--- config.mk ---
export PLATFORM = sky130hd
export DESIGN_NAME = ram_port_arbiter_flat
export DESIGN_NICKNAME = d
export VERILOG_FILES = /design/src/rtl/ram_port_arbiter_if.sv /design/src/rtl/ram_port_arbiter.sv /design/src/flat_wrapper.sv
export SDC_FILE = /design/constraint.sdc
export NUM_CORES = 1
export LEC_CHECK = 0
export ABC_CLOCK_PERIOD_IN_PS = 4700
export CAP_MARGIN = 10
export CORE_AREA = 3 3 171 173
export CTS_CLUSTER_SIZE = 8
export DETAILED_ROUTE_END_ITERATION = 7
export DIE_AREA = 0 0 174 176
export GPL_ROUTABILITY_DRIVEN = 0
export GPL_TIMING_DRIVEN = 0
export REMOVE_ABC_BUFFERS = 1
export SLEW_MARGIN = 25
export SYNTH_ARGS = -nofsm -noshare
export SYNTH_HDL_FRONTEND = slang
export SYNTH_SLANG_ARGS = --single-unit
--- constraint.sdc ---
create_clock -name iCLK -period 4.7 [get_ports iCLK]
set_clock_uncertainty 0.2 [all_clocks]
set_input_delay 0.94 -clock iCLK [delete_from_list [all_inputs] [get_ports iCLK]]
set_output_delay 0.94 -clock iCLK [all_outputs]
set_load 0.02 [all_outputs]
--- src/rtl/ram_port_arbiter_if.sv ---
// ram_port_arbiter_if: requester-side request/data lanes and RAM-side command/response
// signals of the three-port RAM arbiter.
interface ram_port_arbiter_if #(
    parameter int WL = 96,
    parameter int ADDRW = 9
);
    logic [2:0] iREQ, iWE, iLAST;
    logic [3*ADDRW-1:0] iADDR;
    logic [3*WL-1:0] iWDATA;
    logic [2:0] oGNT;
    logic [ADDRW-1:0] oRAM_ADDR;
    logic [WL-1:0] oRAM_DATA;
    logic oRAM_WREN, oRAM_RDEN, oRVALID, oBUSY;
    logic [1:0] oRID;
    modport master (
        output iREQ, iWE, iLAST, iADDR, iWDATA,
        input oGNT, oRAM_ADDR, oRAM_DATA, oRAM_WREN, oRAM_RDEN, oRVALID, oRID, oBUSY
    );
    modport slave (
        input iREQ, iWE, iLAST, iADDR, iWDATA,
        output oGNT, oRAM_ADDR, oRAM_DATA, oRAM_WREN, oRAM_RDEN, oRVALID, oRID, oBUSY
    );
endinterface

--- src/rtl/ram_port_arbiter.sv ---
// ram_port_arbiter: grants one of three requesters burst access to a single-port RAM with a
// read-to-write turnaround cycle; define RAM_ARB_RR_EN for round-robin, else fixed priority 0>1>2.
module ram_port_arbiter #(
    parameter int WL = 96,
    parameter int ADDRW = 9,
    parameter int MAXBURST = 64
) (
    input logic iCLK,
    input logic iRST,
    ram_port_arbiter_if.slave bus
);
    typedef enum logic [1:0] {IDLE, GRANT, TURN} state_t;
    state_t state, state_n;
    logic [1:0] own, win, rid_q;
    logic [7:0] cnt;
    logic last_rd, acc, rel, turn, any, newg, we_own;

    assign any = |bus.iREQ;
    assign we_own = bus.iWE[own];
    assign acc = state == GRANT && bus.iREQ[own];
    assign rel = state == GRANT && (!bus.iREQ[own] || bus.iLAST[own] || {1'b0, cnt} + 9'd1 == 9'(MAXBURST));
    // a burst ending in a read must not hand the port straight to a writer
    assign turn = (acc ? !we_own : last_rd) && |(bus.iREQ & bus.iWE);
    assign newg = any && (state != GRANT || (rel && !turn));

`ifdef RAM_ARB_RR_EN
    logic [1:0] ptr, p1, p2;
    assign p1 = ptr == 2'd2 ? 2'd0 : ptr + 2'd1;
    assign p2 = p1 == 2'd2 ? 2'd0 : p1 + 2'd1;
    assign win = bus.iREQ[p1] ? p1 : bus.iREQ[p2] ? p2 : ptr;
    always_ff @(posedge iCLK)
        if (iRST) ptr <= 2'd0;
        else if (newg) ptr <= win;
`else
    assign win = bus.iREQ[0] ? 2'd0 : bus.iREQ[1] ? 2'd1 : 2'd2;
`endif

    always_ff @(posedge iCLK)
        if (iRST) begin
            state <= IDLE;
            own <= 2'd0;
            cnt <= 8'd0;
            last_rd <= 1'b0;
        end else begin
            state <= state_n;
            if (newg) begin
                own <= win;
                cnt <= 8'd0;
                last_rd <= 1'b0;
            end else if (acc) begin
                cnt <= cnt + 8'd1;
                last_rd <= !we_own;
            end
        end

    always_comb
        state_n = state != GRANT ? (any ? GRANT : IDLE) : !rel ? GRANT : turn ? TURN : any ? GRANT : IDLE;

    always_comb begin
        bus.oGNT = state == GRANT ? 3'b001 << own : 3'b000;
        bus.oBUSY = state != IDLE;
    end

    always_ff @(posedge iCLK)
        if (iRST) begin
            bus.oRAM_ADDR <= '0;
            bus.oRAM_DATA <= '0;
            bus.oRAM_WREN <= 1'b0;
            bus.oRAM_RDEN <= 1'b0;
            bus.oRVALID <= 1'b0;
            bus.oRID <= 2'd0;
            rid_q <= 2'd0;
        end else begin
            bus.oRAM_ADDR <= acc ? bus.iADDR[own*ADDRW +: ADDRW] : '0;
            bus.oRAM_DATA <= acc ? bus.iWDATA[own*WL +: WL] : '0;
            bus.oRAM_WREN <= acc && we_own;
            bus.oRAM_RDEN <= acc && !we_own;
            bus.oRVALID <= bus.oRAM_RDEN;
            bus.oRID <= bus.oRAM_RDEN ? rid_q : 2'd0;
            if (acc) rid_q <= own;
        end
endmodule

--- src/flat_wrapper.sv ---
// flat-port wrapper written by rule: the top's interface ports become plain ports
module ram_port_arbiter_flat 
#(
    parameter int WL = 96,
    parameter int ADDRW = 9,
    parameter int MAXBURST = 64
)
  (iCLK, iRST, bus_iREQ, bus_iWE, bus_iLAST, bus_iADDR, bus_iWDATA, bus_oGNT, bus_oRAM_ADDR, bus_oRAM_DATA, bus_oRAM_WREN, bus_oRAM_RDEN, bus_oRVALID, bus_oRID, bus_oBUSY);
  ram_port_arbiter_if #(.WL(WL), .ADDRW(ADDRW)) bus_i ();
  input logic iCLK;
  input logic iRST;
  input wire logic [$bits(bus_i.iREQ)-1:0] bus_iREQ;
  input wire logic [$bits(bus_i.iWE)-1:0] bus_iWE;
  input wire logic [$bits(bus_i.iLAST)-1:0] bus_iLAST;
  input wire logic [$bits(bus_i.iADDR)-1:0] bus_iADDR;
  input wire logic [$bits(bus_i.iWDATA)-1:0] bus_iWDATA;
  output wire logic [$bits(bus_i.oGNT)-1:0] bus_oGNT;
  output wire logic [$bits(bus_i.oRAM_ADDR)-1:0] bus_oRAM_ADDR;
  output wire logic [$bits(bus_i.oRAM_DATA)-1:0] bus_oRAM_DATA;
  output wire logic [$bits(bus_i.oRAM_WREN)-1:0] bus_oRAM_WREN;
  output wire logic [$bits(bus_i.oRAM_RDEN)-1:0] bus_oRAM_RDEN;
  output wire logic [$bits(bus_i.oRVALID)-1:0] bus_oRVALID;
  output wire logic [$bits(bus_i.oRID)-1:0] bus_oRID;
  output wire logic [$bits(bus_i.oBUSY)-1:0] bus_oBUSY;
  assign bus_i.iREQ = bus_iREQ;
  assign bus_i.iWE = bus_iWE;
  assign bus_i.iLAST = bus_iLAST;
  assign bus_i.iADDR = bus_iADDR;
  assign bus_i.iWDATA = bus_iWDATA;
  assign bus_oGNT = bus_i.oGNT;
  assign bus_oRAM_ADDR = bus_i.oRAM_ADDR;
  assign bus_oRAM_DATA = bus_i.oRAM_DATA;
  assign bus_oRAM_WREN = bus_i.oRAM_WREN;
  assign bus_oRAM_RDEN = bus_i.oRAM_RDEN;
  assign bus_oRVALID = bus_i.oRVALID;
  assign bus_oRID = bus_i.oRID;
  assign bus_oBUSY = bus_i.oBUSY;
  ram_port_arbiter #(.WL(WL), .ADDRW(ADDRW), .MAXBURST(MAXBURST)) u_core (.iCLK(iCLK), .iRST(iRST), .bus(bus_i));
endmodule
==> results of run 1 <==
[power by group through the flow]
stage                     clock network, mW  registers [mW]  logic (mW)
after floorplan                           0            1.21       0.218
after global placement                    0            1.17       0.681
after detailed placement                  0            1.15       0.691
after CTS                              1.45            1.13       0.695
after global routing                   1.50            1.13       0.742
final                                  1.41            1.13       0.687
[worst paths after layout]
| path | end | cells after the start | slack, ps |
|---|---|---|---|
| setup / recovery | bus_oGNT[2] | 6 | 250 |
| hold / removal | u_core.bus.oRID[0]$_SDFF_PP0_ | 1 | 250 |
| setup reg to reg | u_core.own[0]$_SDFFE_PP0P_ | 9 | 930 |
| hold reg to reg | u_core.bus.oRID[0]$_SDFF_PP0_ | 1 | 250 |
[cell families after synthesis]
kind of cell,synth area share
buffers and inverters,0.0367
and+or+nand+nor,0.190
muxes,0.196
xor gates and xnor gates,0.0108
adders and majority gates,0.00440
DFF,0.440
AOI/OAI and AO/OA,0.122
[cell type report]
class                      instances  area (um^2)
clock inverter                    14          193
multi-input combinational        509         2990
fill                            2885        16600
tap                              378          473
inverter                           1         3.75
sequential                       125         2510
timing repair buffer             448         4620
clock buffer                      18          429
[routing by layer]
metal / share of wire / track usage / vias up
met2: 0.50 / 0.264 / 240
li1: - / - / 3134
met4: 0.013 / 0.0372 / 0
met5: 0 / 0 / -
met1: 0.42 / 0.184 / 2848
met3: 0.073 / 0.0458 / 17
[worst reg2reg max path: stages (launching register included)]
cell     delay [ps]
dfxtp_4         760
buf_16          320
nor2b_4         610
buf_16          240
buf_16          170
a32oi_4         230
mux2i_1         350
o32ai_2         190
or4b_1          480
a21oi_1         140
[placed cells by master (no fill, tap or decap), types with 5 or more instances in the layout]
master and n:
nand2_1 7, a21oi_1 113, clkbuf_16 17, nor2_1 223, buf_16 6, nor2b_1 5
clkdlybuf4s50_1 439, dfxtp_1 123, mux2i_1 110
[sequential cells by signal (all words and copies together), names as in the netlist]
name and count:
u_core.bus.oRAM_DATA 96, u_core.bus.oRVALID 1, u_core.state 2, u_core.own 2, u_core.bus.oRAM_WREN 1, u_core.last_rd 1, u_core.rid_q 2, u_core.bus.oRAM_RDEN 1
u_core.cnt 8, u_core.bus.oRID 2, u_core.bus.oRAM_ADDR 9
[per-stage QoR]
stage | cells | TNS, ps | util
global placement | 1452 | -2005220 | 0.373
finish | 1493 | 0 | 0.404
detailed placement | 1461 | 0 | 0.381
global route | 1493 | 0 | 0.404
CTS | 1493 | 0 | 0.404
floorplan | 635 | -787930 | -
==> metrics, run 1 <==
status=finished, final reports clean; Hold Crit Class=register to register; sequential fraction of design power=0.350; DR pass1 iterations=4; Unique masters post-synth=42; kind of critical path=register to primary output; initial antenna violation count=0; Fin Hold WS=255 ps; Die Area=30600 um^2; Leakage Power=4.13 nW; Tmin final=4450 ps; Routed Antenna Nets=0; sequential share of the synthesized area=0.440; max frequency=225 MHz; most frequent CP cell=buf_16; Setup crit start=u_core.own[1]$_SDFFE_PP0P_; fin nets=1430; Area growth, synth to finish=97.2%; Wirelength per Cell=16.4 um; setup slack after layout=252 ps; Worst path top cell family by delay=buffers and inverters; area of the core=27800 um^2; P_sw=0.813 mW; setup slack at placement=599 ps; crit path DAT=3310 ps; first-pass GRT wire length=36600 um; share of async-settable or async-resettable flops after synthesis=0; syn_area_per_cell=8.30 um^2; initial DRC count=275; GRT overflow=0; ANT cells=0; vias per inst=4.18; Die X=174 um; Clk pwr share=0.437; Synth Flop Type=dfxtp_1; Sink Count=125; fin crit share=0.946; total number of vias=6239; P per Cell Area=287 nW/um^2; vias in the first global route=6179; Die Span Y=176 um; top-count cell post-synth=nor2_1; Synth top area share=0.440; Worst Setup Start Kind=register; Design Area, Final=11200 um^2; Max-Cap Viols=0; Hold Buf Count CTS=0; Bufs on Longest Clock Path=2; Synth top cells by count=nor2_1, dfxtp_1, a21oi_1, mux2i_1, clkbuf_1; P_int=2.41 mW; Reg clk slew, reported paths=60 ps; worst path bufs/invs=4; number of port buffers=439; Total Wirelength=24500 um; critical path capture point type=primary output; sw frac=0.252; CTS buffer count=17; placement row count=61; Max Slew Vio Count=0; # Post-CTS Setup Buffers=0; YS warnings=0; largest net degree at the start of global routing=59; Final HPWL DP=19000 um; max incr delay on CP=760 ps; number of synthesized flops with an enable pin=0; final hold violations=0; htree depth=4; I/O Pins=440; Syn Inst Count=685; total track usage=0.152; Tightest Pin Transition=716 ps; Placement Cell Area=10600 um^2; Starting Density=0.205; critical path's slowest cell=dfxtp_4; Synth Register Bits=125; combinational power share=0.213; DRC=0; Mapped Area=5690 um^2; relative slew slack=0.522; Max Fanout on Critical Path=58; worst vdd ir=0.206 mV; root buffer cell=clkbuf_16; final setup fails=0; total power=3.22 mW; share of layout cells above drive strength 1=0.0448; worst path cell trace=buf_16 -> nor2b_4 -> buf_16 -> buf_16 -> and2_1 -> clkdlybuf4s50_1; RSZ-0062 raised after global routing=no; hold_sp=u_core.rid_q[0]$_SDFFE_PP0P_; clock latency on the worst-skew pair=410 ps; biggest area consumer among synthesized cells=dfxtp_1; main area contributors after synthesis=dfxtp_1, mux2i_1, nor2_1; CTS tree=done; WP data required=3560 ps; number of gates resized after cts=0; Crit Reg-Reg Startpoint=u_core.own[1]$_SDFFE_PP0P_
Note: power is estimated with default switching activity, not from simulation.
==> run 2: changes to the inputs <==
--- a/config.mk
+++ b/config.mk
@@ -5,16 +5,14 @@
 export SDC_FILE = /design/constraint.sdc
 export NUM_CORES = 1
 export LEC_CHECK = 0
-export ABC_CLOCK_PERIOD_IN_PS = 4700
 export CAP_MARGIN = 10
-export CORE_AREA = 3 3 171 173
+export CORE_AREA = 3 3 168 170
 export CTS_CLUSTER_SIZE = 8
 export DETAILED_ROUTE_END_ITERATION = 7
-export DIE_AREA = 0 0 174 176
+export DIE_AREA = 0 0 171 173
 export GPL_ROUTABILITY_DRIVEN = 0
 export GPL_TIMING_DRIVEN = 0
 export REMOVE_ABC_BUFFERS = 1
-export SLEW_MARGIN = 25
 export SYNTH_ARGS = -nofsm -noshare
 export SYNTH_HDL_FRONTEND = slang
 export SYNTH_SLANG_ARGS = --single-unit
==> constraint.sdc (replaced) <==
create_clock -name iCLK -period 4.6 [get_ports iCLK]
set_clock_uncertainty 0.2 [all_clocks]
set_input_delay 0.92 -clock iCLK [delete_from_list [all_inputs] [get_ports iCLK]]
set_output_delay 0.92 -clock iCLK [all_outputs]
set_load 0.02 [all_outputs]
==> metrics, run 2 (synthesis gave the netlist of run 1 again) <==
root buffer cell=clkbuf_16 (unchanged); GRT overflow=0 (unchanged); max reg flops=96 (unchanged); total track usage=0.152 (about the same); Bufs on Longest Clock Path=2 (unchanged); kind of critical path=register to primary output (unchanged); Routed Antenna Nets=0 (unchanged); Reg clk slew, reported paths=70 ps (was 60 ps); Wirelength per Cell=16.6 um (was 16.4 um); initial antenna violation count=1 (was 0); share of layout cells above drive strength 1=0.0431 (was 0.0448); Hold Path End=u_core.bus.oRID[0]$_SDFF_PP0_ (unchanged); vias per inst=4.32 (was 4.18); Total Wirelength=24100 um (was 24500 um); I/O Pins=440 (unchanged); Sink Count=125 (unchanged); Die X=171 um (was 174 um); relative slew slack=0.565 (was 0.522); htree depth=4 (unchanged); Die Area=29600 um^2 (was 30600 um^2); hold_sp=u_core.rid_q[0]$_SDFFE_PP0P_ (unchanged); Hold Buf Count CTS=0 (unchanged); vias in the first global route=6022 (was 6179); Worst Setup Start Kind=register (unchanged); first-pass GRT wire length=35000 um (was 36600 um); Worst R2R Path Depth=8 (was 9); clock latency on the worst-skew pair=410 ps (about the same); Biggest register=u_core.bus.oRAM_DATA (unchanged); Fin Hold WS=251 ps (was 255 ps); hold depth=1 (unchanged); Tightest Pin Transition=652 ps (was 716 ps); # fillers=2779 (was 2885); crit path DAT=2950 ps (was 3310 ps); # Post-CTS Setup Buffers=0 (unchanged); number of gates resized after cts=0 (unchanged); initial DRC count=216 (was 275); total number of vias=6278 (was 6239); biggest regs=u_core.bus.oRAM_DATA x96, u_core.bus.oRAM_ADDR x9, u_core.cnt x8 (unchanged); final hold violations=0 (unchanged); total power=3.20 mW (was 3.22 mW); area of the core=26900 um^2 (was 27800 um^2); Die Span Y=173 um (was 176 um); ANT cells=0 (unchanged); critical path's slowest cell=dfxtp_4 (unchanged); worst path bufs/invs=3 (was 4); fin util=0.412 (was 0.404); Leakage Power=4.08 nW (was 4.13 nW); Placement Cell Area=10500 um^2 (was 10600 um^2); CTS tree=done (unchanged); Starting Density=0.212 (was 0.205); most common cell after layout, fill and taps aside=clkdlybuf4s50_1 (unchanged); DP Cell Count=1422 (was 1461); Area growth, synth to finish=94.7% (was 97.2%); Reg2Reg Setup Slack=1200 ps (was 930 ps); critical path capture point type=primary output (unchanged); CTS buffer count=17 (unchanged); Max Fanout on Critical Path=61 (was 58); Seq. cell area=2510 um^2 (unchanged); Tmin final=4070 ps; Worst R2R End=u_core.own[0]$_SDFFE_PP0P_ (unchanged); Cell Count, Final, Fillers Out=1454 (was 1493); final setup fails=0 (unchanged); status=finished, final reports clean (unchanged); DRC=0 (unchanged); fin nets=1428 (was 1430); number of port buffers=439 (unchanged); Crit Reg-Reg Startpoint=u_core.own[1]$_SDFFE_PP0P_ (unchanged); largest net degree at the start of global routing=64 (was 59); max frequency=246 MHz; Design Area, Final=11100 um^2 (was 11200 um^2); DR pass1 iterations=5 (was 4); placement row count=60 (was 61); Final HPWL DP=18900 um (was 19000 um); worst path cell trace=buf_16 -> nor2b_4 -> buf_12 -> and2_1 -> clkdlybuf4s50_1 (was buf_16 -> nor2b_4 -> buf_16 -> buf_16 -> and2_1 -> clkdlybuf4s50_1); area occupied by multi-input gates=2990 um^2 (unchanged); most frequent cells in the layout=clkdlybuf4s50_1, nor2_1, dfxtp_1, a21oi_1, mux2i_1 (unchanged); P per Cell Area=289 nW/um^2 (was 287 nW/um^2); WP data required=3480 ps (was 3560 ps); worst vdd ir=0.199 mV (was 0.206 mV); RSZ-0062 raised after global routing=no (unchanged); fin crit share=0.885; Hold Crit Class=register to register (unchanged); Max Slew Vio Count=0 (unchanged); Max-Cap Viols=0 (unchanged); max incr delay on CP=740 ps (was 760 ps); Worst path top cell family by delay=buffers and inverters (unchanged)
[run 2: changes by cell type in the layout (fill, tap and decap cells not counted), sizes merged]
cell      previous run  this run
buf                  9         7
bufinv               4         2
clkinvlp             3         5
clkbuf              18        19
clkinv               5         4
[run 2: area by class of cell]
class,count,share of cell area
inverters,1,0.000339
well taps,341,0.0385
repair buffers,446,0.412
clock buffers,19,0.0400
flip-flops and latches,125,0.227
clock inverters,13,0.0129
multi-input cells,509,0.270
[run 2: worst max-delay path by stage]
stage / from / end / slack, ps / cells after the start
6_report: u_core.own[1]$_SDFFE_PP0P_ / bus_oGNT[2] / 530 / 5
5_1_grt: u_core.own[1]$_SDFFE_PP0P_ / bus_oGNT[2] / 360 / 5
4_1_cts: u_core.own[1]$_SDFFE_PP0P_ / bus_oGNT[2] / 470 / 5
3_5_place_dp: bus_iREQ[1] / u_core.bus.oRAM_DATA[75]$_SDFF_PP0_ / 910 / 6
3_3_place_gp: u_core.own[0]$_SDFFE_PP0P_ / u_core.bus.oRAM_DATA[75]$_SDFF_PP0_ / -16320 / 4
2_1_floorplan: u_core.own[0]$_SDFFE_PP0P_ / u_core.bus.oRAM_ADDR[0]$_SDFF_PP0_ / -6660 / 4
[run 2: where the power goes]
| part | switching, mW | internal [mW] | total (mW) |
|---|---|---|---|
| Clock | 0.534 | 0.816 | 1.35 |
| Sequential | 0.0209 | 1.12 | 1.14 |
| Combinational | 0.283 | 0.423 | 0.706 |
| Total | 0.837 | 2.36 | 3.20 |
[run 2: worst reg2reg max path, stage by stage (launching register included)]
cell     delay (ps)
dfxtp_4         740
buf_16          310
nor2b_4         420
buf_12          240
a32oi_4         260
mux2i_1         340
o32ai_2         190
or4b_1          480
a21oi_1         140
[run 2: per-stage QoR]
stage / setup slack (ps) / TNS [ps]
CTS: 469 / 0
floorplan: -6660 / -800370
global placement: -16320 / -1898970
detailed placement: 911 / 0
finish: 527 / 0
global route: 357 / 0
[run 2: layer usage]
layer  global-route usage  share of wire
met1                0.175           0.40
met2                0.270           0.50
met3               0.0476          0.087
met4               0.0402          0.014
met5                    0        0.00050
==> run 3: changes to the inputs <==
--- a/config.mk
+++ b/config.mk
@@ -7,6 +7,7 @@
 export LEC_CHECK = 0
 export CAP_MARGIN = 10
 export CORE_AREA = 3 3 168 170
+export CTS_CLUSTER_DIAMETER = 80
 export CTS_CLUSTER_SIZE = 8
 export DETAILED_ROUTE_END_ITERATION = 7
 export DIE_AREA = 0 0 171 173
==> results of run 3 <==
Final layout, timing and power as in run 2 (identical DEF).
